===== src/rtl/regfile_arb_pkg.sv =====
// Shared constants and types for the register-file read arbiter.
package regfile_arb_pkg;

  localparam int N_REQ      = 4;
  localparam int IDX_W      = $clog2(N_REQ);
  localparam int DATA_W_DEF = 32;
  localparam int ADDR_W_DEF = 3;

  typedef logic [IDX_W-1:0] gnt_idx_t;
  typedef logic [N_REQ-1:0] req_vec_t;

  // Pointer starts at the last requester so requester 0 is searched first.
  localparam gnt_idx_t PTR_RESET = gnt_idx_t'(N_REQ - 1);

endpackage


===== src/rtl/regfile_read_arbiter_rr_pick.sv =====
// Round-robin picker: first set request at or after (ptr_i + 1) mod N_REQ.
module rr_pick
  import regfile_arb_pkg::*;
(
  input  req_vec_t req_i,
  input  gnt_idx_t ptr_i,
  output req_vec_t pick_o,
  output gnt_idx_t idx_o,
  output logic     valid_o
);

  gnt_idx_t cand;
  logic     found;

  always_comb begin
    pick_o = '0;
    idx_o  = ptr_i;
    cand   = ptr_i;
    found  = 1'b0;
    for (int i = 1; i <= N_REQ; i++) begin
      cand = ptr_i + gnt_idx_t'(i);
      if (!found && req_i[cand]) begin
        found       = 1'b1;
        idx_o       = cand;
        pick_o[cand] = 1'b1;
      end
    end
    valid_o = found;
  end

endmodule


===== src/rtl/regfile_read_arbiter.sv =====
// Four-requester read arbiter for an 8-entry register file with 2-cycle read latency.
// Optional macro RFARB_PRIO0_EN gives requester 0 fixed priority over a 1..3 round-robin.
module regfile_read_arbiter
  import regfile_arb_pkg::*;
#(
  parameter int DATA_W = DATA_W_DEF,
  parameter int ADDR_W = ADDR_W_DEF
) (
  input  logic              clk,
  input  logic              reset,
  input  logic [N_REQ-1:0]  req,
  input  logic [ADDR_W-1:0] raddr0,
  input  logic [ADDR_W-1:0] raddr1,
  input  logic [ADDR_W-1:0] raddr2,
  input  logic [ADDR_W-1:0] raddr3,
  output logic [ADDR_W-1:0] sel,
  input  logic [DATA_W-1:0] muxout,
  output logic [N_REQ-1:0]  gnt,
  output logic [DATA_W-1:0] rdata,
  output logic [N_REQ-1:0]  rvalid
);

  req_vec_t          gnt_q, gnt_d;
  req_vec_t          rvalid_q, rvalid_d;
  gnt_idx_t          ptr_q, ptr_d;
  logic [ADDR_W-1:0] sel_q, sel_d;
  logic [DATA_W-1:0] rdata_q, rdata_d;

  logic [ADDR_W-1:0] raddr_arr [N_REQ];
  req_vec_t          elig, rr_req, rr_pick_v;
  gnt_idx_t          rr_idx, win_idx;
  logic              rr_valid;

  assign raddr_arr[0] = raddr0;
  assign raddr_arr[1] = raddr1;
  assign raddr_arr[2] = raddr2;
  assign raddr_arr[3] = raddr3;

  // A requester being granted this cycle sits out the next arbitration.
  assign elig = req & ~gnt_q;

`ifdef RFARB_PRIO0_EN
  assign rr_req = elig & ~req_vec_t'(1);
`else
  assign rr_req = elig;
`endif

  rr_pick u_rr_pick (
    .req_i  (rr_req),
    .ptr_i  (ptr_q),
    .pick_o (rr_pick_v),
    .idx_o  (rr_idx),
    .valid_o(rr_valid)
  );

  always_comb begin
    gnt_d   = '0;
    ptr_d   = ptr_q;
    win_idx = ptr_q;
`ifdef RFARB_PRIO0_EN
    if (elig[0]) begin
      gnt_d   = req_vec_t'(1);
      win_idx = '0;
    end else if (rr_valid) begin
      gnt_d   = rr_pick_v;
      win_idx = rr_idx;
      ptr_d   = rr_idx;
    end
`else
    if (rr_valid) begin
      gnt_d   = rr_pick_v;
      win_idx = rr_idx;
      ptr_d   = rr_idx;
    end
`endif
    sel_d    = (gnt_d != '0) ? raddr_arr[win_idx] : sel_q;
    rvalid_d = gnt_q;
    rdata_d  = (gnt_q != '0) ? muxout : rdata_q;
  end

  always_ff @(posedge clk) begin
    if (reset) begin
      gnt_q    <= '0;
      rvalid_q <= '0;
      ptr_q    <= PTR_RESET;
      sel_q    <= '0;
      rdata_q  <= '0;
    end else begin
      gnt_q    <= gnt_d;
      rvalid_q <= rvalid_d;
      ptr_q    <= ptr_d;
      sel_q    <= sel_d;
      rdata_q  <= rdata_d;
    end
  end

  assign gnt    = gnt_q;
  assign rvalid = rvalid_q;
  assign sel    = sel_q;
  assign rdata  = rdata_q;

endmodule

===== config.mk =====
export PLATFORM = sky130hd
export DESIGN_NAME = regfile_read_arbiter
export DESIGN_NICKNAME = d
export VERILOG_FILES = /design/src/rtl/regfile_arb_pkg.sv /design/src/rtl/regfile_read_arbiter_rr_pick.sv /design/src/rtl/regfile_read_arbiter.sv
export SDC_FILE = /design/constraint.sdc
export NUM_CORES = 1
export LEC_CHECK = 0
export ABC_CLOCK_PERIOD_IN_PS = 4930
export CAP_MARGIN = 20
export CORE_ASPECT_RATIO = 0.6
export CORE_UTILIZATION = 46
export DETAILED_ROUTE_END_ITERATION = 12
export GPL_TIMING_DRIVEN = 0
export PLACE_DENSITY = 0.86
export SLEW_MARGIN = 20
export SYNTH_ARGS = -nofsm -noshare
export SYNTH_HDL_FRONTEND = slang
export SYNTH_HIERARCHICAL = 1
export SYNTH_SLANG_ARGS = --single-unit

===== constraint.sdc =====
create_clock -name clk -period 4.93 [get_ports clk]
set_input_delay 0.986 -clock clk [delete_from_list [all_inputs] [get_ports clk]]
set_output_delay 0.986 -clock clk [all_outputs]
set_load 0.02 [all_outputs]

Word-level counts from Yosys, hierarchy flattened
Cells that the tools add are included.
- word-level logic and storage cells: 68
- output and inout bits: 43
- bits of input ports: 50
- register bits: 45
- add/subtract/negate cells: 3
- order comparisons: 9
- reduce and logical (&&, ||, !) cells: 12
- mux-type cells: 33
- bitwise gates (word level): 6
- operators by type and width (cell ; number):
    $mux 4 ; 5
    $lt 2x3->1 const B ; 4
    $mux 1 ; 12
    $or 4x4->4 ; 3
    $mux 2 ; 5
    $bmux 1 s2 ; 4
    $demux 1 s2 ; 4
    $ge 2x1->1 const B ; 4
    $reduce_bool 4->1 ; 2
    $logic_and 1x1->1 ; 7
    $bmux 3 s2 ; 1
    $mux 3 ; 2
    $add 2x2->2 const B ; 2
    $and 4x4->4 ; 1
    $not 4->4 ; 1
    $ge 3x3->1 const B ; 1
    $logic_not 1->1 ; 3
    $not 2->3 ; 1
    $add 2x1->2 const B ; 1

Depth between registers and ports, before layout
- word-level depth: 19
- mapped depth: 12
- mapped depth without buffers: 9

Hierarchy
Netlist, hierarchy kept.
- by module, submodules not included (module ; times used ; area an instance (um^2) ; cells each ; sequential area each (um^2)):
    regfile_read_arbiter ; 1 ; 1662.8 ; 187 ; 900.9
    rr_pick ; 1 ; 548.0 ; 74 ; 0.0

Least setup slack after synthesis
No wires, ideal clock.
- path kind: register to register
- start point: register ptr_q[0]
- end point: register sel_q[0] (netlist: sel[0])
- path buffers: 3
- stages on the path, launching flop included: 13
- clock period less this slack: 3.250 ns
- slack: 1.680 ns
- setup time: 0.133 ns
- arrival: 3.117 ns
- data required time: 4.797 ns
- path through: dfxtp_1 > buf_6 > clkbuf_1 > inv_1 > ha_1 > clkbuf_1 > mux4_2 > nand2_1 > o21ai_0 > a221o_1 > o41ai_2 > or3b_4 > o221ai_1
- elaborated cells between the ends (all ways): 59
- classes of those cells: add/sub (3); order compare (8); mux (33); bitwise (4); reduce/logical (11)
- RTL lines (what ; line ; RTL):
    start: declaration ; regfile_read_arbiter.sv:25 ; gnt_idx_t ptr_q, ptr_d;
    start signal: assignment ; regfile_read_arbiter.sv:91 ; ptr_q <= ptr_d;
    parallel branches: the longest is 12 deep, another holds $lt 2x3->1 ; -- ;
    $mux 4 (*) ; regfile_read_arbiter_rr_pick.sv:22 ; if (!found && req_i[cand]) begin
    net rr_pick_v[0] ; regfile_read_arbiter.sv:30 ; req_vec_t elig, rr_req, rr_pick_v;
    $mux 4 (*) ; regfile_read_arbiter.sv:70 ; if (rr_valid) begin
    $reduce_bool 4->1 (*) ; regfile_read_arbiter.sv:76 ; sel_d = (gnt_d != '0) ? raddr_arr[win_idx] : sel_q;
    end signal: assignment ; regfile_read_arbiter.sv:92 ; sel_q <= sel_d;
    end: declaration ; regfile_read_arbiter.sv:26 ; logic [ADDR_W-1:0] sel_q, sel_d;
Mark *: on every way through the listed nets, which the timed path passes. The select of a mux whose other input is x is not followed.
A chain may end at the register's enable or synchronous reset.

Final worst setup path
- start point: input port req[0]
- end point: register sel_q[0] (netlist: sel[0])
- elaborated cells between the ends (all ways): 37
- classes of those cells: mux (25); bitwise (5); reduce/logical (7)
- RTL lines (what ; line ; RTL):
    start: declaration ; regfile_read_arbiter.sv:11 ; input logic [N_REQ-1:0] req,
    $and 4x4->4 (*) ; regfile_read_arbiter.sv:40 ; assign elig = req & ~gnt_q;
    net elig[0] ; regfile_read_arbiter.sv:30 ;
    $bmux 1 s2 ; regfile_read_arbiter_rr_pick.sv:22 ;
    $mux 1 (implied by the code) ; regfile_read_arbiter_rr_pick.sv:22 ;
    $mux 1 ; regfile_read_arbiter_rr_pick.sv:22 ;
    $logic_not 1->1 ; regfile_read_arbiter_rr_pick.sv:22 ;
    $logic_and 1x1->1 ; regfile_read_arbiter_rr_pick.sv:22 ;
    $mux 1 ; regfile_read_arbiter_rr_pick.sv:22 ;
    $logic_not 1->1 ; regfile_read_arbiter_rr_pick.sv:22 ;
    $logic_and 1x1->1 ; regfile_read_arbiter_rr_pick.sv:22 ;
    $mux 1 ; regfile_read_arbiter_rr_pick.sv:22 ;
    $logic_not 1->1 ; regfile_read_arbiter_rr_pick.sv:22 ;
    $logic_and 1x1->1 ; regfile_read_arbiter_rr_pick.sv:22 ;
    $mux 4 (*) ; regfile_read_arbiter_rr_pick.sv:22 ;
    net rr_pick_v[0] ; regfile_read_arbiter.sv:30 ;
    $mux 4 (*) ; regfile_read_arbiter.sv:70 ;
    $reduce_bool 4->1 (*) ; regfile_read_arbiter.sv:76 ;
Mark *: on every way through the listed nets, which the timed path passes. The rest lies on a longest branch. The select of a mux whose other input is x is not followed.

==> metrics.cfg <==
[yosys]
mappedNetlistNets = 319
post_synth.cell_area_avg_sq_um = 8.47
synth_seq_cells = 45
synth_enable_flop_cells = 0
netlist_instances = 261
syn_warnings = 6
postSynth.topFlopCell = dfxtp_1
syn_area_sq_um = 2210
ys_async_sr_fraction = 0
synthDominantAreaCellType = dfxtp_1
synthDominantCellAreaShare = 0.407
synth_sequential_area_ratio = 0.407
synth_top_cells_by_area = dfxtp_1, nand2_1, a21oi_1
synth.distinct_cells = 39

[global_route]
grt_util_all_layers = 0.237
grt_start_max_net_pins = 15
grt_pass1_wl_um = 9660
globalRoute.totalOverflow = 0
first_global_vias = 2027
antenna_found_initial = 0

[cts]
number_of_resized_instances_in_the_post_cts_repair_step = 0
cts.sink_count = 45
cts.root.buffer_cell = clkbuf_8
cts_tree = yes
htreeDepth = 2
clkTransAtPathRegs_ps = 80
clock_insertion_delay_worst_skew_ps = 300
ctsLongestPathBuffers = 2
ctsHoldBuffers = 0
tritoncts.num_buffers = 5
postCtsSetupBuffers = 0

[placed_design]
place.detailed.hpwl_um = 4450
gpl.final_weighted_congestion = 0.864
port_buffers = 91

[timing]
finalHoldViolCount = 0
timing.final.max_slew_violations = 0
final_min_period_over_clock_period = 0.816
tightestPinTransition_ps = 589
maxSlewHeadroom = 0.603
maxClockFrequency_ghz = 0.249
final.setup_skew_ps = 13.3
rsz0062_at_grt = false
tns_ps = 0
setup-violations-final = 0
min_period_ps = 4020

[pwr]
powerDensity_nw_per_um2 = 786
comb_power_share = 0.641
pwr-share-seq = 0.253
intPower_mw = 1.44
vdd_drop_max_v = 0.000361
leakage_nw = 1.26
power.switching_mw = 1.16
power_switching_share = 0.446
clock_power_share = 0.106

[setup_path]
critical_path_required_ps = 5090
cp_cell_sequence = clkdlybuf4s50_1 > nor2b_1 > clkbuf_1 > and3b_1 > o21ai_0 > nand2_1 > a221o_1 > o41ai_2 > or3b_4 > o221ai_1
r2r.worst_path.cells = 12
worstSetupStartpointType = primary input
crit_slowest_cell = o41ai_2
max_stage_delay_ps = 620
crit_path_end_kind = flip-flop
cp_top_family = compound AO/OA/AOI/OAI gates
crit-reg2reg-capture = sel[0]$_SDFFE_PP0P_
rrSetupSlack_ps = 950
critPathMaxFanout = 10
timing_worst_setup_path_type = primary input to flip-flop
crit_buf_inv = 2
timing.critical_path.arrival_ps = 4180
worstReg2RegStart = ptr_q[0]$_SDFF_PP1_

[die]
fp.dieH_um = 55.7
coreArea_sq_um = 4590
io-pin-count = 93
start_util = 0.482
die_x_um = 91.5
die_area_sq_um = 5100
floorplan.rows = 19

[hold_path]
hold_sp = rdata[12]$_SDFFE_PP0P_
holdPathEnd = rdata[12]$_SDFFE_PP0P_
hp-class = flip-flop to flip-flop
timing.hold.worst_path_depth = 2

[drt]
routed_wl_um = 5970
drt.antenna.violating_nets = 0
routed-via-count = 2223
initial_drc_count = 163
drt_first_pass_iters = 4
vias_per_cell = 5.26
route.detailed.wl_per_inst_um = 14.1
drc_violation_count_after_routing = 0

[finish]
layout-drive-gt1-share = 0.0694
utilization = 0.722
final_nets = 417
n_antenna_cell = 0
area_growth_pct = 49.8

[job]
cap_violations = 0

[outcome]
result_of_the_run = finished clean

[worst register-to-register path, stage by stage, from the launching register on]
cell and delay, ps:
dfxtp_1 470, buf_6 180, clkbuf_1 320, inv_1 230
ha_1 320, clkbuf_1 360, mux4_2 470, nand2_1 100
o21ai_0 80, a221o_1 300, o41ai_2 620, or3b_4 270
o221ai_1 130
[cell usage after synthesis (all sizes together), types with 2 or more instances]
cell    instances
a221oi          2
nand2b          3
clkbuf          9
or3b            3
o21ai           7
buf            10
o41ai           2
mux4            2
o221ai          3
nand3b          5
nor2            4
or3             2
o211ai          2
dfxtp          45
a21oi          34
mux2i           8
a221o           4
inv             3
nand2          74
or4             2
nor2b          13
and2            5
ha              8
[power by group through the flow]
stage	Sequential (mW)	Combinational (mW)	Clock, mW
after detailed placement	0.666	1.65	0
after floorplan	0.852	0.881	0
final	0.659	1.67	0.275
after global placement	0.657	1.60	0
after global routing	0.679	1.80	0.298
after CTS	0.658	1.66	0.280
[final cells by class]
cell class	count	area, sq um
flip-flops and latches	45	901
multi-input cells	194	1190
clock inverters	2	38.8
repair buffers	91	911
fillers	350	1280
inverters	3	11.3
clock buffers	6	72.6
well taps	63	78.8
plain buffers	19	109
[flip-flops by register name, summed over array words and instances (netlist names), named ones only]
| register | count |
|---|---|
| gnt | 4 |
| ptr_q | 1 |
| rdata | 32 |
| rvalid | 4 |
| sel | 3 |
[stage by stage]
step / instance area, sq um / instances / power (mW) / setup slack [ps] / hold slack, ps
after floorplan: 2210 / 261 / 1.73 / 1680 / 529
after global placement: 3200 / 415 / 2.26 / 863 / 438
after detailed placement: 3200 / 415 / 2.32 / 788 / 443
after CTS: 3310 / 423 / 2.60 / 1030 / 454
after global routing: 3310 / 423 / 2.77 / 700 / 467
final: 3310 / 423 / 2.60 / 906 / 452
[how the worst max path moves through the flow]
stage	start	endpoint	cells past startpoint
6_report	req[0]	sel[0]$_SDFFE_PP0P_	10
5_1_grt	ptr_q[0]$_SDFF_PP1_	sel[1]$_SDFFE_PP0P_	12
4_1_cts	ptr_q[0]$_SDFF_PP1_	sel[1]$_SDFFE_PP0P_	12
3_5_place_dp	req[0]	sel[1]$_SDFFE_PP0P_	10
3_3_place_gp	req[0]	sel[1]$_SDFFE_PP0P_	10
2_1_floorplan	ptr_q[0]$_SDFF_PP1_	sel[0]$_SDFFE_PP0P_	12
[routing by layer]
layer | vias to the layer above | track usage | wire, um
met3 | 4 | 0.0683 | 607
met1 | 1009 | 0.338 | 2810
met2 | 116 | 0.364 | 2530
met5 | - | 0 | 0
met4 | 0 | 0.0340 | 21
li1 | 1094 | - | -
[kinds of logic (layout without fill, tap and decap cells)]
family                   Yosys count  in the layout  share of synthesized area
AO/OA/AOI/OAI                     60             60                      0.178
multiplexers                      10             10                     0.0623
flip-flops                        45             45                      0.407
AND/OR/NAND/NOR                  116            116                      0.252
buffers and inverters             22            121                     0.0543
adder cells (fa/ha/maj)            8              8                     0.0453
[layout by cell type (no fill, tap or decap), drive strengths merged, types with 2 or more instances in the layout]
master,n
o41ai,2
mux2i,8
a221o,4
clkbuf,15
o221ai,3
inv,3
nand2,74
mux4,2
dfxtp,45
nor2b,13
a21oi,34
o21ai,7
or4,2
a221oi,2
nor2,4
ha,8
or3,2
clkdlybuf4s50,91
o211ai,2
nand2b,3
or3b,3
buf,10
nand3b,5
and2,5
Power figures use the tool's default switching activity.
